==> config.mk <==
export PLATFORM = sky130hd
export DESIGN_NAME = toggle_period_meter_flat
export DESIGN_NICKNAME = d
export VERILOG_FILES = /design/src/rtl/toggle_meter_pkg.sv /design/src/rtl/toggle_period_meter_if.sv /design/src/rtl/sync_edge_detect.sv /design/src/rtl/toggle_period_meter.sv /design/src/flat_wrapper.sv
export SDC_FILE = /design/constraint.sdc
export NUM_CORES = 1
export LEC_CHECK = 0
export BUFFER_PORTS_ARGS = -buffer_cell sky130_fd_sc_hd__buf_2
export CELL_PAD_IN_SITES_DETAIL_PLACEMENT = 0
export CELL_PAD_IN_SITES_GLOBAL_PLACEMENT = 2
export CORE_MARGIN = 2
export CORE_UTILIZATION = 37
export DETAILED_ROUTE_END_ITERATION = 10
export GPL_TIMING_DRIVEN = 1
export PLACE_DENSITY = 0.81
export SYNTH_ARGS = -nofsm -noshare
export SYNTH_HDL_FRONTEND = slang
export SYNTH_SLANG_ARGS = --single-unit
export TNS_END_PERCENT = 50
==> constraint.sdc <==
create_clock -name clk -period 2.53 [get_ports clk]
set_input_delay 0.506 -clock clk [delete_from_list [all_inputs] [get_ports clk]]
set_output_delay 0.506 -clock clk [all_outputs]
set_load 0.02 [all_outputs]
==> src/rtl/toggle_meter_pkg.sv <==
// Shared types for the toggle period meter and its helpers.
//   meter_state_e : measurement FSM states
//   CntWDefault   : default period counter width
//   SyncStagesDefault : default synchronizer depth
//   meas_t        : packed measurement record {period, rise, ovf} at default width
package toggle_meter_pkg;

   localparam int unsigned CntWDefault       = 16;
   localparam int unsigned SyncStagesDefault = 2;

   typedef enum logic [1:0] {
      StIdle,
      StArmed,
      StMeasure
   } meter_state_e;

   typedef struct packed {
      logic [CntWDefault-1:0] period;
      logic                   rise;
      logic                   ovf;
   } meas_t;

endpackage

==> src/rtl/toggle_period_meter_if.sv <==
// Measurement output channel of the toggle period meter (valid/ready).
//   master : producer (the meter) drives valid and data, samples ready
//   slave  : consumer drives ready, samples valid and data
interface toggle_period_meter_if import toggle_meter_pkg::*; #(
   parameter int unsigned CNT_W = CntWDefault
);

   logic             meas_valid;
   logic             meas_ready;
   logic [CNT_W-1:0] meas_period;
   logic             meas_rise;
   logic             meas_ovf;

   modport master (
      output meas_valid,
      output meas_period,
      output meas_rise,
      output meas_ovf,
      input  meas_ready
   );

   modport slave (
      input  meas_valid,
      input  meas_period,
      input  meas_rise,
      input  meas_ovf,
      output meas_ready
   );

endinterface

==> src/rtl/sync_edge_detect.sv <==
// Synchronizes an asynchronous line and flags level changes.
//   clk, rst_n  : clock, asynchronous active-low reset
//   async_in    : asynchronous input line
//   clr         : masks edge_pulse (history keeps tracking so no stale edge on release)
//   edge_pulse  : synchronized value differs from history value
//   edge_rise   : new synchronized level (1 = 0->1 edge)
module sync_edge_detect import toggle_meter_pkg::*; #(
   parameter int unsigned SYNC_STAGES = SyncStagesDefault
) (
   input  logic clk,
   input  logic rst_n,
   input  logic async_in,
   input  logic clr,
   output logic edge_pulse,
   output logic edge_rise
);

   logic [SYNC_STAGES-1:0] sync_q;
   logic                   hist_q;

   always_ff @(posedge clk or negedge rst_n) begin
      if (!rst_n) begin
         sync_q <= '0;
         hist_q <= 1'b0;
      end else begin
         sync_q <= {sync_q[SYNC_STAGES-2:0], async_in};
         hist_q <= sync_q[SYNC_STAGES-1];
      end
   end

   assign edge_pulse = ~clr & (sync_q[SYNC_STAGES-1] ^ hist_q);
   assign edge_rise  = sync_q[SYNC_STAGES-1];

endmodule

==> src/rtl/toggle_period_meter.sv <==
// Measures clk cycles between consecutive edges of an asynchronous toggle line.
//   clk, rst_n : clock, asynchronous active-low reset
//   toggle_in  : asynchronous toggle line
//   enable     : low forces IDLE (counter/ovf cleared, pending output kept)
//   meas       : one-deep valid/ready output {period, rise, ovf}
//   dropped    : sticky, a capture was discarded because the output was full
module toggle_period_meter import toggle_meter_pkg::*; #(
   parameter int unsigned CNT_W       = CntWDefault,
   parameter int unsigned SYNC_STAGES = SyncStagesDefault
) (
   input  logic                         clk,
   input  logic                         rst_n,
   input  logic                         toggle_in,
   input  logic                         enable,
   toggle_period_meter_if.master        meas,
   output logic                         dropped
);

   localparam logic [CNT_W-1:0] CntMax = '1;

   meter_state_e     state_q;
   logic [CNT_W-1:0] cnt_q;
   logic             ovf_q;

   logic             sync_clr;
   logic             edge_pulse;
   logic             edge_rise;
   logic             capture;

   logic             valid_q;
   logic [CNT_W-1:0] period_q;
   logic             rise_q;
   logic             movf_q;
   logic             dropped_q;

   assign sync_clr = (state_q == StIdle);

   sync_edge_detect #(
      .SYNC_STAGES(SYNC_STAGES)
   ) u_sync (
      .clk       (clk),
      .rst_n     (rst_n),
      .async_in  (toggle_in),
      .clr       (sync_clr),
      .edge_pulse(edge_pulse),
      .edge_rise (edge_rise)
   );

   // Enable low wins over a coincident edge.
   assign capture = enable & edge_pulse & (state_q == StMeasure);

   always_ff @(posedge clk or negedge rst_n) begin
      if (!rst_n) begin
         state_q <= StIdle;
         cnt_q   <= '0;
         ovf_q   <= 1'b0;
      end else if (!enable) begin
         state_q <= StIdle;
         cnt_q   <= '0;
         ovf_q   <= 1'b0;
      end else begin
         unique case (state_q)
            StIdle: state_q <= StArmed;
            StArmed: begin
               if (edge_pulse) begin
                  state_q <= StMeasure;
                  cnt_q   <= CNT_W'(1);
               end
            end
            StMeasure: begin
               if (edge_pulse) begin
                  cnt_q <= CNT_W'(1);
                  ovf_q <= 1'b0;
               end else if (cnt_q == CntMax) begin
                  // Another cycle passed at full count: true period exceeds CntMax.
                  ovf_q <= 1'b1;
               end else begin
                  cnt_q <= cnt_q + 1'b1;
               end
            end
            default: state_q <= StIdle;
         endcase
      end
   end

   always_ff @(posedge clk or negedge rst_n) begin
      if (!rst_n) begin
         valid_q   <= 1'b0;
         period_q  <= '0;
         rise_q    <= 1'b0;
         movf_q    <= 1'b0;
         dropped_q <= 1'b0;
      end else if (capture && (!valid_q || meas.meas_ready)) begin
         valid_q  <= 1'b1;
         period_q <= cnt_q;
         rise_q   <= edge_rise;
         movf_q   <= ovf_q;
      end else begin
         if (capture) begin
            dropped_q <= 1'b1;
         end
         if (valid_q && meas.meas_ready) begin
            valid_q <= 1'b0;
         end
      end
   end

   assign meas.meas_valid  = valid_q;
   assign meas.meas_period = period_q;
   assign meas.meas_rise   = rise_q;
   assign meas.meas_ovf    = movf_q;
   assign dropped          = dropped_q;

endmodule
==> src/flat_wrapper.sv <==
// flat-port wrapper written by rule: the top's interface ports become plain ports
module toggle_period_meter_flat import toggle_meter_pkg::*;
#(
   parameter int unsigned CNT_W       = CntWDefault,
   parameter int unsigned SYNC_STAGES = SyncStagesDefault
)
  (clk, rst_n, toggle_in, enable, dropped, meas_meas_valid, meas_meas_period, meas_meas_rise, meas_meas_ovf, meas_meas_ready);
  toggle_period_meter_if #(.CNT_W(CNT_W)) meas_i ();
  input  logic clk;
  input  logic rst_n;
  input  logic toggle_in;
  input  logic enable;
  output logic dropped;
  output wire logic [$bits(meas_i.meas_valid)-1:0] meas_meas_valid;
  output wire logic [$bits(meas_i.meas_period)-1:0] meas_meas_period;
  output wire logic [$bits(meas_i.meas_rise)-1:0] meas_meas_rise;
  output wire logic [$bits(meas_i.meas_ovf)-1:0] meas_meas_ovf;
  input wire logic [$bits(meas_i.meas_ready)-1:0] meas_meas_ready;
  assign meas_meas_valid = meas_i.meas_valid;
  assign meas_meas_period = meas_i.meas_period;
  assign meas_meas_rise = meas_i.meas_rise;
  assign meas_meas_ovf = meas_i.meas_ovf;
  assign meas_i.meas_ready = meas_meas_ready;
  toggle_period_meter #(.CNT_W(CNT_W), .SYNC_STAGES(SYNC_STAGES)) u_core (.clk(clk), .rst_n(rst_n), .toggle_in(toggle_in), .enable(enable), .meas(meas_i), .dropped(dropped));
endmodule
# Yosys cells after proc, flatten, opt, wreduce, memory -nomap -nowiden
# Index checks and enable logic that the tools add are counted.
# classes
n_addsub	1
n_eq_ne	9
muxes	14
n_bitwise	6
reduce_logical	10
# op_table
cell	count
16-bit two-way mux	4
16-bit case mux with 2 select lines	1
16-bit by 1-bit adder with 16-bit output, second input constant	1
16-bit == test, second input constant	1
1-bit two-way mux	6
3-bit by 1-bit inequality test with 1-bit output, second input constant	2
2-bit case mux with 3 select lines	1
2-bit AND reduction	3
2-bit two-way mux	2
4-bit by 3-bit inequality test with 1-bit output, second input constant	1
1-bit bitwise AND	3
3-bit by 2-bit inequality test with 1-bit output, second input constant	1
3-bit AND reduction	1
2-bit by 1-bit == test with 1-bit output, second input constant	1
2-bit == test, second input constant	1
1-bit logical AND	2
2-bit logical NOT	1
2-bit by 1-bit inequality test with 1-bit output, second input constant	1
2-bit inequality test, second input constant	1
1-bit inverter	2
2-bit nonzero test	1
1-bit logical NOT	1
1-bit logical OR	1
1-bit XOR	1
# word_totals
reg_bits	42
input_bits	5
output_inout_bits	20
wordCells	50

# Depth between registers and ports, before layout
# Gate-level depths: netlist (run 1).
# logic_depth
word_depth	8
ltp_mapped	7
mapped_depth_nobuf	6

# By module
# Synthesis (run 1) repeated with hierarchy kept, for this count alone.
# unflattened
cells_unflattened	179
hier_area_um2	2039.5
# modules_own_cells
module	instances	cells_each	area_each_um2	seq_area_each_um2
toggle_period_meter	1	174	1951.9	975.9
sync_edge_detect	1	5	87.6	75.1

# Worst setup path before layout (run 1)
# Ideal clock, no wire load.
# synth_timing
kind	reg2reg
startpoint	register u_core.cnt_q[0]
endpoint	register u_core.cnt_q[0]
setup_ps	121
arrival_ps	1783
required_time_ps	2409
slack_ps	625
stages_incl_launch_ff	8
path_buffers	1
synth_period_minus_slack_ps	1905
path_cell_list	dfrtp_1 -> ha_1 -> nand3_2 -> or4_4 -> nor3_2 -> buf_6 -> nor2_1 -> o22a_1
# synth_via
elab_chain_cells	5
elab_cells_between_ends	8
cone_classes	add/sub (1); eq/ne (2); mux (4); reduce/logical (1)
# synth_lines
element	line_no	source
from (decl)	toggle_period_meter.sv:22	logic [CNT_W-1:0] cnt_q;
from (signal assigned)	toggle_period_meter.sv:78	cnt_q <= cnt_q + 1'b1;
16-bit by 1-bit adder with 16-bit output	toggle_period_meter.sv:78	
16-bit two-way mux	toggle_period_meter.sv:74	end else if (cnt_q == CntMax) begin
16-bit two-way mux	toggle_period_meter.sv:71	if (edge_pulse) begin
16-bit case mux with 2 select lines	toggle_period_meter.sv:62	unique case (state_q)
16-bit two-way mux	toggle_period_meter.sv:57	end else if (!enable) begin
# Several ways; a longest one is shown, not always the timed one. The select of a mux whose other input is x is not followed.
# A chain may end at the register's enable or synchronous reset.

# Worst setup path after layout (run 1)
# layout_timing
startpoint	register u_core.cnt_q[0]
endpoint	register u_core.cnt_q[1]
# Same word-level chain as after synthesis.

==> impl_metrics.env, run 1 <==
export IMPL_holdBufCountCts=0
export IMPL_nFillCells=480
export IMPL_crit_required_ns=2.71
export IMPL_yosysTopAreaCell="dfrtp_1"
export IMPL_synth_top_area_share_pct=55.8
export IMPL_place_ws_ns=0.490
export IMPL_gp_congestion=0.847
export IMPL_port_buffer_count=24
export IMPL_hp_class="in -> reg"
export IMPL_wl_per_cell_um=14.1
export IMPL_postRouteWirelength_um=3780
export IMPL_drt_first_iter_violations=81
export IMPL_placed_cell_area_sq_mm=0.00211
export IMPL_synth_seq_cells=42
export IMPL_clock_path_buffers=2
export IMPL_first_pass_iters=4
export IMPL_synth_edf_count=0
export IMPL_end_kind="flip-flop"
export IMPL_path_class="reg -> reg"
export IMPL_ctsResizeCount=0
export IMPL_fin_setup_tns_ns=0
export IMPL_avgSynthCellArea_sq_um=11.3
export IMPL_setup_violations=0
export IMPL_synth_most_common_cell="dfrtp_1"
export IMPL_insertion_delay_ns=0.30
export IMPL_max_vdd_ir_drop_mv=0.380
export IMPL_cellLeakagePower_nw=1.08
export IMPL_clockRootBuffer="clkbuf_8"
export IMPL_drc=0
export IMPL_synthTopCellsByCount="dfrtp_1, mux2_2, nand2_1"
export IMPL_tightest_slew_ns=0.900
export IMPL_synth_compound_area_share_pct=17.0
export IMPL_rows=25
export IMPL_hold_viol_final=0
export IMPL_gr_usage_all_layers_pct=15.0
export IMPL_clk_pin_slew_ns=0.07
export IMPL_nNetsFinal=205
export IMPL_critPathArrivalTime_ns=2.26
export IMPL_finalCoreUtilization_pct=46.1
export IMPL_fin_crit_sh_pct=82.1
export IMPL_ys_flop_type="dfrtp_1"
export IMPL_synth_top_family_by_area="compound AO/OA/AOI/OAI gates"
export IMPL_syn_nets=172
export IMPL_finalCriticalPeriod_ns=2.08
export IMPL_vias=1402
export IMPL_synthMuxAreaShare_pct=8.97
export IMPL_grt_pass1_vias=1354
export IMPL_max_cap_viol_count=0
export IMPL_ys_seq_area_share_pct=55.8
export IMPL_dpl_hpwl_um=2670
export IMPL_htreeDepth=2
export IMPL_io_pins=25
export IMPL_slew_headroom_pct=40.0
export IMPL_syn_to_final_growth_pct=18.0
export IMPL_fmax_ghz=0.482
export IMPL_grt_max_degree=43
export IMPL_n_antenna_cell=0
export IMPL_status="completed"
export IMPL_start_util_pct=39.1
export IMPL_worst_clock_skew_ns=0.00391
export IMPL_synth_warnings=0
export IMPL_core_sq_mm=0.00482
export IMPL_synth_area_sq_mm=0.00188
export IMPL_power_density_mw_per_mm2=599
export IMPL_die_w_um=75.3
export IMPL_finalMaxSlewViolations=0
export IMPL_postCtsSetupRepairBufs=0
export IMPL_viasPerCell=5.25
export IMPL_crit_path_max_fanout=7
export IMPL_synthXorXnorAreaFrac_pct=1.40
export IMPL_drive_above_1_share_pct=31.0
export IMPL_async_flop_share_pct=100
export IMPL_final_area_sq_mm=0.00222
export IMPL_yosys_top_cells_area="dfrtp_1, mux2_2, a21oi_1, nand2_1, nand3_1"
export IMPL_synth_fa_ha_area_share_pct=0.664
export IMPL_antenna_found_initial=0
export IMPL_synth_cells=166
export IMPL_crit_path_start_kind="flip-flop"
export IMPL_rsz0062_at_grt="false"
export IMPL_clock_sinks=42
export IMPL_yosys_area_share_simple_pct=14.0
export IMPL_die_h_um=75.3
export IMPL_cts_buffers=5
export IMPL_cts_tree="yes"
export IMPL_dieArea_sq_mm=0.00568
export IMPL_setup_ws_ns=0.454
export IMPL_grt_pass1_wl_um=6220
export IMPL_grt_ovfl_total=0
export IMPL_ant_nets=0
export IMPL_ys_types=37
==> cell usage in the layout, fill, tap and decap left out, types with 2 or more instances in the layout <==
cell / synthesis / routed
o21ai_1: 5 / 5
o31ai_1: 5 / 5
nor2_1: 10 / 10
o41ai_1: 2 / 2
nor3_1: 4 / 4
a31oi_1: 6 / 6
xnor2_1: 2 / 2
clkbuf_8: 0 / 5
inv_1: 4 / 4
a31oi_2: 3 / 3
dfrtp_1: 42 / 42
a21oi_1: 10 / 10
o21ai_0: 7 / 7
buf_2: 0 / 24
buf_4: 0 / 7
o22a_1: 2 / 2
and3_1: 4 / 4
nor4_1: 2 / 2
clkinv_2: 0 / 2
nand2_1: 11 / 11
nand2b_1: 2 / 2
mux2_2: 15 / 15
nand4_1: 3 / 3
nand3_1: 8 / 8
==> power by group <==
| part | leakage [nW] | internal [W] | switching (W) |
|---|---|---|---|
| clock network | 0.0579 | 0.000290 | 0.000229 |
| logic | 0.450 | 0.0000370 | 0.0000699 |
| registers | 0.575 | 0.000690 | 0.0000146 |
==> cell families (layout without fill, tap and decap cells) <==
logic type | Yosys count | count (layout)
buf+inv | 9 | 43
simple gates | 50 | 50
fa+ha+maj | 1 | 1
xor+xnor | 3 | 3
flops | 42 | 42
compound gates | 46 | 46
mux | 15 | 15
==> layout make-up <==
type	instances	area [sq um]	share of cell area, %
Sequential cell	42	1050	47.3
Inverter	4	15.0	0.676
Tap cell	67	83.8	3.77
Clock buffer	5	68.8	3.10
Multi-Input combinational cell	115	791	35.6
Clock inverter	3	40.0	1.80
Timing Repair Buffer	31	173	7.77
==> registers in the layout, indices dropped and copies added, names as in the netlist <==
register                 cells
u_core.meas.meas_ovf         1
u_core.u_sync.sync_q         2
u_core.meas.meas_period     16
u_core.ovf_q                 1
u_core.meas.meas_rise        1
u_core.cnt_q                16
u_core.dropped               1
u_core.state_q               2
u_core.u_sync.hist_q         1
u_core.meas.meas_valid       1
==> stage by stage <==
step / hold slack, ns / power (W) / cells
2_1_floorplan: 0.210 / 0.000780 / 166
3_3_place_gp: 0.342 / 0.000824 / 259
3_5_place_dp: 0.338 / 0.000825 / 259
4_1_cts: 0.307 / 0.00135 / 267
5_1_grt: 0.304 / 0.00139 / 267
6_report: 0.313 / 0.00133 / 267
==> worst max-delay path, cell delays in order (launching register included) <==
cell	delay (ns)
dfrtp_1	0.42
ha_1	0.25
nand3_2	0.14
or4_4	0.52
nor3_2	0.19
buf_4	0.18
or2_1	0.16
o21ai_1	0.09
==> path summary, 6_finish.rpt <==
kind / slack, ns / to / startpoint / cells after the start
worst max-delay path: 0.45 / u_core.cnt_q[1] / u_core.cnt_q[0] / 7
worst min-delay path: 0.31 / u_core.u_sync.sync_q[0] / toggle_in / 1
worst max register to register: 0.45 / u_core.cnt_q[1] / u_core.cnt_q[0] / 7
worst min register to register: 0.36 / u_core.u_sync.sync_q[1] / u_core.u_sync.sync_q[0] / 0
max in group asynchronous: 1.64 / u_core.meas.meas_period[2] / rst_n / 1
min in group asynchronous: 0.33 / u_core.meas.meas_period[14] / rst_n / 1
==> per-layer routing <==
metal | GRT usage (%) | wire (um) | vias up
li1 | - | - | 684
met1 | 19.4 | 1780 | 674
met2 | 22.9 | 1730 | 35
met3 | 3.44 | 182 | 9
met4 | 8.77 | 86 | 0
met5 | 0 | 0 | -
(Power assumes the default switching activity.)
==> run 2, diff against run 1 <==
clock period = 2 ns   (was 2.53 ns; I/O delays follow)
==> run 2 against run 1 <==
Wire length increased by 3.0%. Largest cell class unchanged. Total power increased by 39%. Via count increased by 4.2%. Highest routed layer unchanged. Setup slack got worse by 0.35 ns.
==> impl_metrics.env, run 2 (synthesis gave the netlist of run 1 again) <==
export IMPL_status="completed"
export IMPL_port_buffer_count=24
export IMPL_vias=1461
export IMPL_swShare_pct=21.1
export IMPL_antenna_found_initial=0
export IMPL_start_util_pct=39.1
export IMPL_worst_clock_skew_ns=0.00595
export IMPL_power_density_mw_per_mm2=781
export IMPL_drc=0
export IMPL_grt_pass1_wl_um=6710
export IMPL_critPathArrivalTime_ns=2.10
export IMPL_postRouteWirelength_um=3890
export IMPL_seq_power_share_pct=48.0
export IMPL_wl_per_cell_um=13.9
export IMPL_p_int_w=0.00146
export IMPL_fin_setup_tns_ns=0
export IMPL_gr_usage_all_layers_pct=15.9
export IMPL_cellLeakagePower_nw=1.18
export IMPL_tightest_slew_ns=0.526
export IMPL_rows=25
export IMPL_core_sq_mm=0.00482
export IMPL_finalCriticalPeriod_ns=1.89
export IMPL_clk_pin_slew_ns=0.08
export IMPL_clock_path_buffers=2
export IMPL_viasPerCell=5.22
export IMPL_crit_required_ns=2.21
export IMPL_place_ws_ns=0.0685
export IMPL_place_inst=271
export IMPL_drive_above_1_share_pct=36.2
export IMPL_slew_headroom_pct=64.9
export IMPL_gp_congestion=0.820
export IMPL_hold_viol_final=0
export IMPL_grt_pass1_vias=1417
export IMPL_max_vdd_ir_drop_mv=0.421
export IMPL_fin_crit_sh_pct=94.6
export IMPL_dieArea_sq_mm=0.00568
export IMPL_rsz0062_at_grt="false"
export IMPL_grt_max_degree=43
export IMPL_cts_buffers=5
export IMPL_clockRootBuffer="clkbuf_8"
export IMPL_grt_ovfl_total=0
export IMPL_die_h_um=75.3
export IMPL_regToRegStartpoint="u_core.cnt_q[0]"
export IMPL_holdBufCountCts=0
export IMPL_n_antenna_cell=0
export IMPL_setup_violations=0
export IMPL_first_pass_iters=4
export IMPL_crit_path_start_kind="flip-flop"
export IMPL_setup_ws_ns=0.108
export IMPL_insertion_delay_ns=0.29
export IMPL_drt_first_iter_violations=65
export IMPL_path_class="reg -> reg"
export IMPL_nNetsFinal=218
export IMPL_clock_sinks=42
export IMPL_crit_start="u_core.cnt_q[0]"
export IMPL_die_w_um=75.3
export IMPL_layout_common_cells="dfrtp_1, buf_2, buf_4, mux2_2, nand2_1"
export IMPL_hp_class="in -> async"
export IMPL_final_common_cell="dfrtp_1"
export IMPL_cp_slowest_cell="or4_4"
export IMPL_io_pins=25
export IMPL_syn_to_final_growth_pct=25.8
export IMPL_fin_cells=280
export IMPL_combPwrFrac_pct=7.9
export IMPL_fmax_ghz=0.529
export IMPL_max_cap_viol_count=0
export IMPL_whs_ns=0.161
export IMPL_ant_nets=0
export IMPL_htreeDepth=2
export IMPL_end_kind="flip-flop"
export IMPL_dpl_hpwl_um=2810
export IMPL_path_buf_inv=1
export IMPL_worstPathCellList="ha_2 -> nand3_2 -> or4_4 -> nor3_4 -> buf_4 -> nor2_4 -> a31oi_2"
export IMPL_finalMaxSlewViolations=0
export IMPL_switchingPower_w=0.000391
export IMPL_cts_tree="yes"
export IMPL_max_stage_delay_ns=0.50
export IMPL_pwr_share_clk_pct=44.1
export IMPL_crit_path_max_fanout=7
export IMPL_crit_family="simple AND/OR/NAND/NOR gates"
[run 2: cell types whose count changed in the layout (fill, tap and decap cells not counted)]
| cell | delta |
|---|---|
| nor3_2 | -1 |
| nor3_4 | +1 |
| bufinv_16 | +1 |
| clkbuf_8 | +1 |
| ha_2 | +1 |
| buf_4 | +13 |
| clkinv_2 | -2 |
| a31oi_2 | +1 |
| ha_1 | -1 |
| a31oi_1 | -1 |
[run 2: worst paths after layout]
kind	end	slack (ns)	depth (start not counted)
max reg2reg	u_core.cnt_q[4]	0.11	7
max in group asynchronous	u_core.cnt_q[1]	1.47	2
min reg2reg	u_core.u_sync.sync_q[1]	0.36	0
min	u_core.meas.meas_period[14]	0.16	2
max	u_core.cnt_q[4]	0.11	7
min in group clk	u_core.u_sync.sync_q[0]	0.21	1
[run 2: through the flow]
step / total power (W) / util, % / cell area (sq um)
2_1_floorplan: 0.000987 / - / 1880
3_3_place_gp: 0.00105 / 45.7 / 2200
3_5_place_dp: 0.00105 / 45.7 / 2200
4_1_cts: 0.00188 / 48.7 / 2350
5_1_grt: 0.00194 / 49.2 / 2370
6_report: 0.00185 / 49.2 / 2370
[run 2: cell type report]
class	count	area, sq um
Clock buffer	6	82.6
Clock inverter	2	60.1
Fill cell	478	2450
Inverter	4	15.0
Multi-Input combinational cell	115	806
Sequential cell	42	1050
Tap cell	67	83.8
Timing Repair Buffer	44	270
[run 2: power by group through the flow]
stage,clock [W],sequential [W],combinational [W]
3_5_place_dp,0,0.000905,0.000149
2_1_floorplan,0,0.000923,0.0000638
6_report,0.000815,0.000888,0.000147
5_1_grt,0.000883,0.000890,0.000165
4_1_cts,0.000841,0.000888,0.000150
3_3_place_gp,0,0.000903,0.000147
[run 2: layer usage]
layer	wire (um)	global-route usage (%)	vias to the layer above	part of all wire, %
li1	-	-	702	-
met1	1860	21.1	727	48
met2	1860	25.2	26	48
met3	112	4.37	6	2.9
met4	52	5.26	0	1.3
met5	0	0	-	0
[run 2: timing repair]
item | in CTS | in global routing
endpoints found under the hold margin | 0 | 0
setup endpoints to repair | 0 | 6
gates resized for setup | 0 | 3
setup buffers | 0 | 1
